## config.mk

```make
export PLATFORM = sky130hd
export DESIGN_NAME = vga_box_compositor
export DESIGN_NICKNAME = d
export VERILOG_FILES = /design/src/rtl/vga_pkg.sv /design/src/rtl/box_hit_test.sv /design/src/rtl/vga_box_compositor.sv
export SDC_FILE = /design/constraint.sdc
export NUM_CORES = 1
export LEC_CHECK = 0
export CAP_MARGIN = 20
export CORE_ASPECT_RATIO = 1.5
export CORE_MARGIN = 2
export CORE_UTILIZATION = 30
export CTS_CLUSTER_DIAMETER = 40
export DETAILED_ROUTE_END_ITERATION = 10
export PLACE_DENSITY = 0.48
export RECOVER_POWER = 50
export SETUP_SLACK_MARGIN = 0.3
export SLEW_MARGIN = 20
export SYNTH_ARGS = -nofsm -noshare
export SYNTH_HDL_FRONTEND = slang
export SYNTH_SLANG_ARGS = --single-unit
```

## constraint.sdc

```tcl
create_clock -name clk_25mHz -period 16.07 [get_ports clk_25mHz]
set_input_delay 3.214 -clock clk_25mHz [delete_from_list [all_inputs] [get_ports clk_25mHz]]
set_output_delay 3.214 -clock clk_25mHz [all_outputs]
set_load 0.05 [all_outputs]
```

## src/rtl/vga_pkg.sv

```systemverilog
// Shared types and helpers for the VGA box overlay: colour, box records and bound clamping.
package vga_pkg;

    localparam int H_RES   = 640;
    localparam int V_RES   = 480;
    localparam int BOUND_W = 11;

    typedef logic [11:0] color_t;
    typedef logic signed [BOUND_W-1:0] bound_t;

    // Box as written by the host: centre, half-size, colour, enable.
    typedef struct packed {
        logic [9:0] cx;
        logic [8:0] cy;
        logic [7:0] half;
        color_t     color;
        logic       vis;
    } box_t;

    // Box as displayed: inclusive clipped bounds, precomputed at commit.
    typedef struct packed {
        bound_t left;
        bound_t right;
        bound_t top;
        bound_t bottom;
        color_t color;
        logic   vis;
    } live_box_t;

    // Lower bound clipped at 0, so boxes near the left/top edge never wrap.
    function automatic bound_t bound_lo(input int c, input int h);
        int v;
        v = c - h;
        if (v < 0) v = 0;
        return bound_t'(v);
    endfunction

    // Upper bound clipped at lim-1; computed in int so cx+half cannot overflow.
    function automatic bound_t bound_hi(input int c, input int h, input int lim);
        int v;
        v = c + h;
        if (v > lim - 1) v = lim - 1;
        return bound_t'(v);
    endfunction

endpackage

```

## src/rtl/box_hit_test.sv

```systemverilog
// Combinational coverage test of one live box against the current pixel.
module box_hit_test (
    input  vga_pkg::live_box_t box_i,
    input  logic [9:0]         x_i,
    input  logic [8:0]         y_i,
    output logic               hit_o
);

    logic signed [10:0] xs;
    logic signed [10:0] ys;

    // Inclusive rectangle test on signed bounds; invisible boxes never hit.
    always_comb begin
        xs    = $signed({1'b0, x_i});
        ys    = $signed({2'b00, y_i});
        hit_o = box_i.vis &&
                ($signed(box_i.left) <= xs) && (xs <= $signed(box_i.right)) &&
                ($signed(box_i.top) <= ys) && (ys <= $signed(box_i.bottom));
    end

endmodule

```

## src/rtl/vga_box_compositor.sv

```systemverilog
// N-box overlay between timing generator and VGA pins: double-buffered box bank committed at
// frame end, index-priority compositing over the background, syncs delayed to match.
module vga_box_compositor #(
    parameter int N_BOXES = 4,
    parameter int IDX_W   = 2,
    parameter int H_RES   = vga_pkg::H_RES,
    parameter int V_RES   = vga_pkg::V_RES,
    parameter int BG_LAT  = 2
) (
    input  logic             clk_25mHz,
    input  logic             reset,
    input  logic [9:0]       x,
    input  logic [8:0]       y,
    input  logic             active_in,
    input  logic             hSync_in,
    input  logic             vSync_in,
    input  logic             screenEnd,
    input  logic [11:0]      bg_color,
    input  logic             wr_en,
    input  logic [IDX_W-1:0] wr_idx,
    input  logic [9:0]       wr_cx,
    input  logic [8:0]       wr_cy,
    input  logic [7:0]       wr_half,
    input  logic [11:0]      wr_color,
    input  logic             wr_vis,
    input  logic             commit_req,
    output logic             commit_pend,
    output logic [15:0]      frame_count,
    output logic [IDX_W-1:0] hit_idx,
    output logic             hit,
    output logic             hSync,
    output logic             vSync,
    output logic [3:0]       VGA_R,
    output logic [3:0]       VGA_G,
    output logic [3:0]       VGA_B
);
    import vga_pkg::color_t;
    import vga_pkg::box_t;
    import vga_pkg::live_box_t;
    import vga_pkg::bound_lo;
    import vga_pkg::bound_hi;

    box_t       shadow_q [N_BOXES];
    box_t       shadow_d [N_BOXES];
    live_box_t  live_q   [N_BOXES];
    live_box_t  live_d   [N_BOXES];
    logic       se_q, fe, wr_ok;
    logic       commit_pend_q, commit_pend_d;
    logic [15:0] frame_cnt_q, frame_cnt_d;

    logic [N_BOXES-1:0] hits;
    logic [N_BOXES-1:0] hv_q  [BG_LAT];
    logic               act_q [BG_LAT];
    logic               hs_q  [BG_LAT];
    logic               vs_q  [BG_LAT];

    logic [IDX_W-1:0] win_idx;
    logic             win_hit;
    color_t           win_color;

    color_t           rgb_q;
    logic             hit_q, hsync_q, vsync_q;
    logic [IDX_W-1:0] idx_q;

    for (genvar i = 0; i < N_BOXES; i++) begin : g_box
        box_hit_test u_hit (
            .box_i (live_q[i]),
            .x_i   (x),
            .y_i   (y),
            .hit_o (hits[i])
        );
    end

    // Shadow writes, frame-end commit (from pre-write shadow) and frame counting.
    always_comb begin
        fe            = screenEnd & ~se_q;
        wr_ok         = wr_en && (int'(wr_idx) < N_BOXES);
        shadow_d      = shadow_q;
        live_d        = live_q;
        commit_pend_d = commit_pend_q;
        frame_cnt_d   = fe ? frame_cnt_q + 16'd1 : frame_cnt_q;
        if (wr_ok) begin
            shadow_d[wr_idx] = '{cx: wr_cx, cy: wr_cy, half: wr_half,
                                 color: wr_color, vis: wr_vis};
        end
        if (fe && (commit_pend_q || commit_req)) begin
            for (int i = 0; i < N_BOXES; i++) begin
                live_d[i].left   = bound_lo(int'(shadow_q[i].cx), int'(shadow_q[i].half));
                live_d[i].right  = bound_hi(int'(shadow_q[i].cx), int'(shadow_q[i].half), H_RES);
                live_d[i].top    = bound_lo(int'(shadow_q[i].cy), int'(shadow_q[i].half));
                live_d[i].bottom = bound_hi(int'(shadow_q[i].cy), int'(shadow_q[i].half), V_RES);
                live_d[i].color  = shadow_q[i].color;
                live_d[i].vis    = shadow_q[i].vis;
            end
            commit_pend_d = 1'b0;
        end else if (commit_req) begin
            commit_pend_d = 1'b1;
        end
    end

    // Box banks and frame control state.
    always_ff @(posedge clk_25mHz or posedge reset) begin
        if (reset) begin
            for (int i = 0; i < N_BOXES; i++) begin
                shadow_q[i] <= '0;
                live_q[i]   <= '0;
            end
            se_q          <= 1'b0;
            commit_pend_q <= 1'b0;
            frame_cnt_q   <= '0;
        end else begin
            shadow_q      <= shadow_d;
            live_q        <= live_d;
            se_q          <= screenEnd;
            commit_pend_q <= commit_pend_d;
            frame_cnt_q   <= frame_cnt_d;
        end
    end

    // Hit vector and pixel controls delayed to line up with bg_color.
    always_ff @(posedge clk_25mHz or posedge reset) begin
        if (reset) begin
            for (int i = 0; i < BG_LAT; i++) begin
                hv_q[i]  <= '0;
                act_q[i] <= 1'b0;
                hs_q[i]  <= 1'b1;
                vs_q[i]  <= 1'b1;
            end
        end else begin
            hv_q[0]  <= hits;
            act_q[0] <= active_in;
            hs_q[0]  <= hSync_in;
            vs_q[0]  <= vSync_in;
            for (int i = 1; i < BG_LAT; i++) begin
                hv_q[i]  <= hv_q[i-1];
                act_q[i] <= act_q[i-1];
                hs_q[i]  <= hs_q[i-1];
                vs_q[i]  <= vs_q[i-1];
            end
        end
    end

    // Priority mux: later (higher) index overrides, background when nothing hits.
    always_comb begin
        win_idx   = '0;
        win_hit   = 1'b0;
        win_color = bg_color;
        for (int i = 0; i < N_BOXES; i++) begin
            if (hv_q[BG_LAT-1][i]) begin
                win_idx   = IDX_W'(i);
                win_hit   = 1'b1;
                win_color = live_q[i].color;
            end
        end
    end

    // Output stage: colour blanked outside the visible area.
    always_ff @(posedge clk_25mHz or posedge reset) begin
        if (reset) begin
            rgb_q   <= '0;
            hit_q   <= 1'b0;
            idx_q   <= '0;
            hsync_q <= 1'b1;
            vsync_q <= 1'b1;
        end else begin
            rgb_q   <= act_q[BG_LAT-1] ? win_color : '0;
            hit_q   <= win_hit;
            idx_q   <= win_idx;
            hsync_q <= hs_q[BG_LAT-1];
            vsync_q <= vs_q[BG_LAT-1];
        end
    end

    assign commit_pend = commit_pend_q;
    assign frame_count = frame_cnt_q;
    assign hit         = hit_q;
    assign hit_idx     = idx_q;
    assign hSync       = hsync_q;
    assign vSync       = vsync_q;
    assign VGA_R       = rgb_q[11:8];
    assign VGA_G       = rgb_q[7:4];
    assign VGA_B       = rgb_q[3:0];

endmodule

```

Yosys cells after proc, flatten, opt, wreduce, memory -nomap -nowiden
Cells that the tools add are included.
- bits in registers: 437
- output and inout port bits: 34
- bitwise logic cells: 3
- reductions and logical operators: 20
- mux-type cells: 33
- order comparisons: 34
- add/subtract/negate cells: 17
- operators by type and width (cell ; number):
    160-bit bitwise mux ; 1
    11-bit two-way mux ; 12
    11-bit less-or-equal comparator ; 8
    40-bit demux with 2-bit select ; 1
    12-bit two-way mux ; 5
    10-bit by 8-bit adder with 11-bit output ; 4
    11-bit by 10-bit > comparator with 1-bit output, second input constant ; 4
    10-bit by 11-bit less-or-equal comparator with 1-bit output ; 4
    11-bit by 10-bit less-or-equal comparator with 1-bit output ; 4
    11-bit by 1-bit < comparator with 1-bit output, second input constant ; 4
    10-bit by 8-bit subtractor with 11-bit output ; 4
    9-bit by 8-bit adder with 10-bit output ; 4
    10-bit by 9-bit > comparator with 1-bit output, second input constant ; 4
    10-bit by 1-bit < comparator with 1-bit output, second input constant ; 4
    10-bit two-way mux ; 4
    40-bit two-way mux ; 1
    9-bit by 8-bit subtractor with 10-bit output ; 4
    1-bit logical AND ; 18
    16-bit by 1-bit adder with 16-bit output, second input constant ; 1
    1-bit two-way mux ; 7
    2-bit two-way mux ; 2
    3-bit >= comparator, second input constant ; 1
    3-bit by 1-bit < comparator with 1-bit output, second input constant ; 1
    2-bit inverter with 3-bit output ; 1
    4 further kinds ; 4

Longest topological paths before layout
- depth in word-level cells: 6
- depth in mapped cells: 11
- depth with buffers taken out: 11

Modules after synthesis
Synthesis repeated with hierarchy kept, for this count alone.
- cell total of the unflattened synthesis: 2716
- area total of the unflattened synthesis: 26176.4 um^2
- modules (own cells, without submodules) (module ; area an instance (um^2) ; cells each ; times used):
    vga_box_compositor ; 22057.4 ; 2148 ; 1
    box_hit_test ; 1029.7 ; 142 ; 4

Worst setup path before layout
Ideal clock, no wire load.
- path type: in2reg
- start point: input screenEnd
- end point: register live_q[71] (netlist name)
- path buffers: 4
- stages: 7
- arrival time: 4.632 ns
- data required time: 15.922 ns
- setup slack: 11.291 ns
- cell sequence: nor2b_1 > clkbuf_1 > o21ai_1 > buf_2 > clkbuf_1 > clkbuf_1 > a22oi_1
- word-level cells in the longest chain between the ends: 2
- RTL lines (what ; line ; RTL):
    from (decl) ; vga_box_compositor.sv:17 ; input logic screenEnd,
    1-bit bitwise AND ; vga_box_compositor.sv:76 ; fe = screenEnd & ~se_q;
    1-bit logical AND ; vga_box_compositor.sv:86 ; if (fe && (commit_pend_q || commit_req)) begin
    to (signal assigned) ; vga_box_compositor.sv:113 ; live_q <= live_d;
    to (decl) ; vga_box_compositor.sv:45 ; live_box_t live_q [N_BOXES];
Every way passes these cells.
A chain may end at the register's enable or synchronous reset.

Final worst setup path
- start point: input screenEnd
- end point: register live_q[156] (netlist name)
Same word-level chain as after synthesis.

==> results by group <==
Timing
  • Fmax: 134 MHz
  • Sum of negative setup slack: 0 ns
  • Final Hold Viols: 0
  • Count of pins over their slew limit: 341
  • Final period utilization: 0.464
  • RSZ-0062 raised after global routing: no
  • Clock Skews: 0.0237 ns
  • Min Tclk post-route: 7.46 ns
  • Worst Tran Pin Value: 5.33 ns
  • Final setup viols: 0
  • Rel. slew slack: -2.57

GRT
  • First-pass GRT wire length: 122 mm
  • Initial antenna violation count: 4
  • Aggregate global-route resource usage: 0.183
  • Total gr overflow: 0
  • Largest net degree at the start of global routing: 167
  • Vias in the first global route: 20.7k

Power
  • Flop pwr share: 0.309
  • NetSw: 0.00200 W
  • Leak pwr: 14.0 nW
  • Combinational group share of total power: 0.382
  • Clk pwr share: 0.308
  • Switching share of total power: 0.383
  • Power density over cell area: 171 nW/um^2
  • Cell-internal power: 0.00322 W
  • Peak VDD IR: 0.0969 mV

Detailed routing
  • Drc violations: 0
  • Avg WL per Cell: 20.8 um
  • Via count: 19.6k
  • Routed met2 length: 42.1 mm
  • DR WL met3: 2.20 mm
  • Max Used Layer: met4
  • Routed WL: 80.3 mm
  • Metal-1 WL: 31.7 mm
  • Vias per std cell: 5.06
  • Iteration-0 DRC count of the detailed router: 818
  • Antenna Violating Nets Remaining: 0
  • Drt first pass iters: 5

Placement
  • RD Place Congestion: 0.882
  • PortBufs: 114
  • Hpwl dp: 60.2 mm
  • Area after DPL: 28000 um^2

Min path
  • HP Class: flop to flop

Synthesis
  • Yosys reg bits: 421
  • Post-synth cell types: 94
  • Post-synth EDFFs: 0
  • Synthesized net count: 2950
  • Synth top area share: 0.405
  • Synth area leader: dfrtp_1
  • Top cells by count, synth: 415 x dfrtp_1, 281 x ha_1, 240 x nand2_1, 216 x inv_1, 171 x nor2_1
  • Main synth FF type: dfrtp_1
  • Syn Std Cell Area: 25700 um^2
  • Yosys warns: 0
  • Sequential element share of the synthesized area: 0.411
  • Average size of a mapped cell: 9.98 um^2
  • Asr flop ratio synth: 1.00
  • Top-count cell post-synth: dfrtp_1
  • Syn Inst Count: 2572
  • Synth area leaders: dfrtp_1 40%, ha_1 14%, mux2_2 6.7%

Run status
  • Outcome: complete, but fails checks
  • Failing checks: capacitance limit, slew limit

Worst setup path
  • Nature of the critical path endpoint: flop
  • Worst Path Buf+Inv: 3
  • Worst path required time: 16.56 ns
  • Crit path DAT: 7.95 ns
  • Cell family with most CP delay: buffers and inverters
  • Worst path max stage delay: 2.22 ns
  • CP Cell Sequence: dlygate4sd3_1 -> nor2b_1 -> o21ai_0 -> clkbuf_1 -> buf_4 -> a31oi_1 -> a32o_1
  • Setup crit start kind: input pin
  • Slowest library cell on the worst path: clkbuf_1
  • Crit Path Category: input pin to flop
  • Crit-path max FO: 64

Floorplanning
  • Die area: 87900 um^2
  • Initial Util: 0.302
  • Row cnt: 131
  • Die Wd: 243 um
  • Die span in y: 362 um
  • Core ar.: 84900 um^2
  • Io pins: 115

Layout
  • Final Core Density: 0.359
  • Share of layout cells above drive strength 1: 0.122
  • Design area: 30500 um^2
  • # diodes: 0
  • Reg area: 10500 um^2
  • Nets: 3051
  • Area of the multi-input gates: 13900 um^2
  • Area grow syn2layout: 18.8%
  • Fillers: 8579

Clocking
  • CTS buffer count: 75
  • Root Driver: clkbuf_16
  • H-tree depth reported by CTS: 3
  • Latest clock arrival within the worst-skew pair: 0.62 ns
  • CTS tree: done
  • Clk slew on worst S/H paths: 0.05 ns
  • Postcts setup bufs: 0
  • Sink Count: 421
  • Post_cts resized: 0
  • Cts hold-fix bufs: 0
  • Max clock buf depth: 3

Flow run
  • Max Cap Viol: 6
through the flow:
step	hold WS (ns)	std cells	worst slack, ns	power (W)
2_1_floorplan	0.331	2572	1.15	0.00297
3_3_place_gp	0.336	3726	9.26	0.00359
3_5_place_dp	0.336	3726	9.69	0.00364
4_1_cts	0.347	3864	10.36	0.00529
5_1_grt	0.350	3864	7.75	0.00557
6_report	0.344	3864	8.61	0.00522
layout make-up:
cell class / count / area share
Tap cell: 1130 / 0.0464
Clock buffer: 91 / 0.0679
Clock inverter: 47 / 0.0162
Inverter: 219 / 0.0270
Multi-Input combinational cell: 1829 / 0.456
Timing Repair Buffer: 127 / 0.0410
Sequential cell: 421 / 0.346
flip-flops by register name (all words and copies together) (netlist names):
signal	flops
hs_q	2
hv_q	8
hit	1
se_q	1
act_q	2
live_q	212
vs_q	2
hit_idx	2
frame_count	16
commit_pend	1
hSync	1
rgb_q	12
shadow_q	160
vSync	1
worst register-to-register path: cells and delay by family (launching register included):
family,cells,cell delay [ns]
compound gates,3,0.92
buf+inv,2,3.14
flops,1,0.39
logic make-up (layout without fill, tap and decap cells):
group                      count (synthesis)  in the layout  share of synthesized area
and+or+nand+nor                          668            668                      0.122
AOI/OAI and AO/OA                        602            602                      0.163
xor gates and xnor gates                  90             90                     0.0307
DFF                                      421            421                      0.411
adders and majority gates                298            298                      0.150
buffers and inverters                    322            484                     0.0485
muxes                                    171            171                     0.0742
final timing paths:
check / from / to / slack [ns] / cells past startpoint
setup / recovery: screenEnd / live_q[156] / 8.61 / 7
hold / removal: act_q[1] / act_q[0] / 0.34 / 0
setup reg to reg: commit_pend / live_q[156] / 11.50 / 5
hold reg to reg: act_q[1] / act_q[0] / 0.34 / 0
max in group asynchronous: reset / rgb_q[3] / 8.65 / 3
min in group asynchronous: reset / act_q[0] / 4.68 / 2
power by group through the flow:
stage | clock network, W | registers, W | logic [W]
4_1_cts | 0.00165 | 0.00162 | 0.00202
3_5_place_dp | 0 | 0.00163 | 0.00201
2_1_floorplan | 0 | 0.00159 | 0.00138
6_report | 0.00161 | 0.00162 | 0.00199
5_1_grt | 0.00170 | 0.00165 | 0.00222
3_3_place_gp | 0 | 0.00163 | 0.00196
metal layers:
| layer | up-vias | GRT usage |
|---|---|---|
| li1 | 9293 | - |
| met2 | 383 | 0.340 |
| met3 | 159 | 0.0200 |
| met4 | 0 | 0.101 |
| met5 | - | 0 |
| met1 | 9733 | 0.201 |
placed cells by master (no fill, tap or decap), types with 16 or more instances in the layout:
master | synthesis | layout
a211oi_1 | 25 | 24
a21o_1 | 41 | 41
a21oi_1 | 124 | 124
a22o_1 | 57 | 57
a22oi_1 | 23 | 23
a31oi_1 | 24 | 24
clkbuf_16 | 0 | 78
clkdlybuf4s50_1 | 0 | 105
dfrtp_1 | 415 | 415
fa_1 | 16 | 16
ha_1 | 281 | 281
inv_1 | 216 | 215
mux2_2 | 153 | 153
mux2i_1 | 18 | 18
nand2_1 | 240 | 240
nand2b_1 | 25 | 25
nand3_1 | 24 | 23
nand4_1 | 33 | 33
nor2_1 | 171 | 171
nor2b_1 | 50 | 50
nor3_1 | 31 | 31
o21a_1 | 44 | 44
o21ai_0 | 108 | 110
or3_1 | 17 | 17
xnor2_1 | 60 | 60
xor2_1 | 30 | 30
Power figures use the tool's default switching activity.
==> edit 1, RTL diff (same settings) <==
Register the outputs `VGA_R`, `VGA_G` and `VGA_B`, with the module's reset; this adds one clock of latency there. The other outputs are not delayed to match.
--- a/src/rtl/vga_box_compositor.sv
+++ b/src/rtl/vga_box_compositor.sv
@@ -177,9 +177,17 @@
     assign hit_idx     = idx_q;
     assign hSync       = hsync_q;
     assign vSync       = vsync_q;
-    assign VGA_R       = rgb_q[11:8];
-    assign VGA_G       = rgb_q[7:4];
-    assign VGA_B       = rgb_q[3:0];
+    always_ff @(posedge clk_25mHz or posedge reset) begin
+        if (reset) begin
+            VGA_R <= '0;
+            VGA_G <= '0;
+            VGA_B <= '0;
+        end else begin
+            VGA_R <= rgb_q[11:8];
+            VGA_G <= rgb_q[7:4];
+            VGA_B <= rgb_q[3:0];
+        end
+    end
 
 endmodule
 
Formal check against the unedited RTL: not equivalent (Yosys sat finds a counterexample within 4 cycles, from zero or initial values and one cycle with reset high).
==> edit 1 against the original RTL <==
The run still ends with max-capacitance violations, max-slew violations left; worst setup slack worse by 0.94 ns; clock power down 5%; die area rose by 0.26%; count of clock-buffer cells in the layout is 5 lower; sequential share of layout area up 1.1 points; critical path depth is 3 lower; sequential power is 3% higher; synthesized cell count is 0.74% lower; sequential cell count rose by 12; wire length fell by 2.7%; final area is 0.31% lower; power down 1.8%; critical path type is now in -> async; synthesized area increased by 0.26%.
==> edit 1: results (changes against the original RTL) <==
# nets final=3026 (-0.82%); wire length per cell=20.40 um (-1.8%); hold_sp=rgb_q[2]; ANT cells=0 (unchanged); fill count=8474 (-1.2%); ranking of synthesized cells by area=dfrtp_1 42%, ha_1 14%, mux2_2 6.7%; maximum VDD drop=0.07762 mV (-20%); failing checks=max-capacitance violations, max-slew violations; Synth Area in Compound Gates=15.93% (-0.41 points); post-cts resize count=0 (unchanged); first drt pass iteration count=5 (unchanged); syn nets=2931 (-0.64%); number of global-route vias before repair=19.81k (-4.1%); Distinct cells, synth=77 (-18%); Via density=5.020 (-0.87%); sequential share of the synthesized area=42.14% (+1.1 points); critical-path maximum fanout=135 (+110%); Setup Buffers After CTS=0 (unchanged); DP Worst Slack=9.455 ns (-0.2367 ns); FF-to-FF Start=se_q; CTS buffer count=71 (-5.3%); layout cells sized above 1=11.26% (-0.96 points); Synth top cells by count=427 x dfrtp_1, 281 x ha_1, 245 x nand2_1, 201 x inv_1, 157 x nor2_1; Least-Margin Pin Slew=6.002 ns (+0.6704 ns); cell count after synthesis=2553 (-0.74%); DR vias=19.23k (-1.7%); status=finished, violations left; xor and xnor area share after synthesis=3.404% (+0.33 points); R2R depth=7 (+2); slowest library cell on the worst path=clkinvlp_2; setup slack, reg-to-reg=11.69 ns (+0.19 ns); Lkg Pwr=13.91 nW (-0.78%); initial antenna violation count=1 (-3); mux cell area share after synthesis=7.158% (-0.26 points); crit path DAT=9.03 ns (+1.08 ns); Detailed Route Iter0 Violations=1076 (+32%); post-placement cell count=3705 (-0.56%); Synth Area in Adders=14.91% (-0.083 points); Crit path max-delay family=buffers and inverters; largest net degree at the start of global routing=154 (-7.8%); dpl cell area=28040 um2 (+0.25%); max-cap viol count=7 (+1); Worst Hold End=VGA_B[2]; first-pass GRT wire length=120000 um (-2.0%); Slew Limit Fails=398 (+17%); CTS HTree Levels=3 (unchanged); Placer Congestion=0.8970 (+1.8%); worst r2r dst=live_q[99]; Detailed Place HPWL=58720 um (-2.4%); Global Route Usage Sum=17.79% (-0.46 points); skew final=0.03371 ns (+0.01002 ns); worst hold slack=0.3432 ns (-0.0008560 ns); critical path's largest stage delay=3.32 ns (+1.10 ns); Root Buffer=clkbuf_16
==> edit 1: cell count changes in the layout (fill, tap and decap cells not counted), sizes merged, moves of 8 or more <==
cell    unedited run  this run
o21a              44        53
o32a              10         1
o21ai            117       104
o21bai            11        19
dfrtp            415       427
inv              234       213
nand2b            25        17
a31oi             24        14
nor2             171       157
nor3              31        45
o211ai            15        25
==> edit 1: area by class of cell <==
type | instances | area, um2 | share of cell area (%)
inverter | 201 | 755.7 | 2.486
clock inverter | 39 | 479.2 | 1.577
sequential | 433 | 10840 | 35.67
tap | 1130 | 1414 | 4.652
clock buffer | 86 | 1904 | 6.265
timing repair buffer | 126 | 1237 | 4.071
multi-input combinational | 1815 | 13760 | 45.27
==> edit 1: layer usage <==
layer	share of wire [%]	wire length [um]	track usage [%]	up-vias
li1	-	-	-	9234
met1	41	32120	20.58	9442
met2	51	40230	32.57	411
met3	3.2	2475	2.165	140
met4	4.3	3330	8.120	0
met5	0	0	0	-
==> edit 1: how the worst max path moves through the flow <==
stage / to / slack, ns / startpoint / cells past startpoint
6_report: live_q[186] / 7.67 / reset / 4
5_1_grt: shadow_q[134] / 6.42 / reset / 4
3_5_place_dp: live_q[46] / 9.46 / reset / 4
3_3_place_gp: hv_q[4] / 9.35 / x[0] / 10
2_1_floorplan: VGA_B[0] / 0.81 / reset / 1
4_1_cts: live_q[184] / 10.09 / reset / 4
==> edit 1: where the power goes <==
| group | switching (mW) | leakage (nW) | internal, mW |
|---|---|---|---|
| Clock | 0.566 | 1.15 | 0.968 |
| Sequential | 0.260 | 5.25 | 1.41 |
| Combinational | 1.09 | 7.52 | 0.830 |
| Total | 1.92 | 13.9 | 3.21 |
==> edit 2, RTL diff (same flow settings) <==
Made on the original files. `BOUND_W`: 11 -> 9.
--- a/src/rtl/vga_pkg.sv
+++ b/src/rtl/vga_pkg.sv
@@ -3,7 +3,7 @@
 
     localparam int H_RES   = 640;
     localparam int V_RES   = 480;
-    localparam int BOUND_W = 11;
+    localparam int BOUND_W = 9;
 
     typedef logic [11:0] color_t;
     typedef logic signed [BOUND_W-1:0] bound_t;
Formal check against the unedited RTL: no difference found for any inputs over 4 cycles, from zero or initial values and one cycle with reset high; that may be too few to reach the edited logic, so the function may still have changed.
==> edit 2 against the original RTL <==
The run still ends with max-capacitance violations, max-slew violations left; power decreased by 8.5%; via count decreased by 0.83%; final area decreased by 2.9%; wire length decreased by 1.5%; critical path depth decreased by 5; synthesized cell count decreased by 1.2%; hold slack improved by 0.013 ns; synthesized area decreased by 1.3%; register-to-register slack improved by 1.1 ns; sequential cell count decreased by 16; worst setup slack improved by 0.51 ns; critical path type is now in -> async.
==> edit 2: results (changes against the original RTL) <==
status=finished, violations left; failing checks=max-capacitance violations, max-slew violations; crit path DAT=6.75 ns (-1.20 ns); power density cells=161.4 nW/um2 (-5.7%); initial antenna violation count=6 (+2); Power Sequential=1.55 mW (-4%); CTS HTree Levels=2 (-1); dpl cell area=27600 um2 (-1.3%); layout cells sized above 1=11.31% (-0.91 points); Detailed Place HPWL=60050 um (-0.17%); Placer Congestion=0.9202 (+4.4%); # nets final=3009 (-1.4%); max FFs per register=196 (-7.5%); slowest library cell on the worst path=clkinvlp_2; number of global-route vias before repair=20.11k (-2.7%); post-cts resize count=0 (unchanged); Post-Route WL=79080 um (-1.5%); CTS buffer count=58 (-23%); largest net degree at the start of global routing=145 (-13%); Distinct cells, synth=89 (-5.3%); Detailed Route Iter0 Violations=1007 (+23%); fill count=8398 (-2.1%); Synth top cells by count=399 x dfrtp_1, 281 x ha_1, 244 x nand2_1, 201 x inv_1, 151 x mux2_2; DR vias=19.41k (-0.83%); critical-path maximum fanout=112 (+75%); Clock Power Share=27.6% (-3.2 points); syn nets=2918 (-1.1%); skew final=0.02446 ns (+0.0007641 ns); Setup Buffers After CTS=0 (unchanged); relative slew slack=-246.1% (+11 points); Global Route Usage Sum=18.18% (-0.069 points); max-cap viol count=5 (-1); Slew Limit Fails=287 (-16%); Lkg Pwr=13.47 nW (-3.9%); sequential share of the synthesized area=40.03% (-1.1 points); maximum VDD drop=0.08350 mV (-14%); clk_lat worst skew=0.65 ns (+0.03 ns); Most flops, register=live_q
[edit 2: worst paths after layout]
kind | start | to | slack, ns | cells after the start
max | reset | shadow_q[43] | 9.12 | 2
min | hs_q[1] | hs_q[0] | 0.36 | 0
min reg2reg | hs_q[1] | hs_q[0] | 0.36 | 0
min in group asynchronous | reset | live_q[143] | 4.59 | 2
max in group clk_25mHz | wr_idx[0] | shadow_q[154] | 9.68 | 4
max reg2reg | se_q | live_q[39] | 12.61 | 7
[edit 2: layout make-up]
| type | count | share of cell area (%) |
|---|---|---|
| Sequential cell | 405 | 34.26 |
| Timing Repair Buffer | 127 | 4.244 |
| Antenna cell | 2 | 0.01691 |
| Clock buffer | 71 | 5.170 |
| Clock inverter | 37 | 1.632 |
| Tap cell | 1122 | 4.743 |
| Inverter | 206 | 2.617 |
| Multi-Input combinational cell | 1833 | 47.31 |
[edit 2: metrics by stage]
step	setup WS, ns	hold WS (ns)	cells	utilization [%]
after CTS	9.932	0.3576	3801	35.35
after global routing	8.317	0.3597	3801	35.33
after global placement	9.323	0.3491	3692	32.92
after detailed placement	9.262	0.3373	3693	32.95
final	9.125	0.3570	3803	35.34
after floorplan	1.600	0.3312	2540	-
[edit 2: routing by layer]
metal / vias to the layer above / part of all wire, % / track usage (%)
li1: 9202 / - / -
met5: - / 0 / 0
met1: 9683 / 40 / 20.48
met2: 377 / 52 / 33.68
met3: 143 / 3.0 / 2.040
met4: 0 / 5.0 / 8.460
[edit 2: cells by family after synthesis]
family	after synthesis	share of synthesized area, %
compound gates	585	15.87
simple gates	694	13.63
buf+inv	302	4.849
xor+xnor	82	2.834
fa+ha+maj	297	15.14
flops	405	40.03
mux	175	7.658
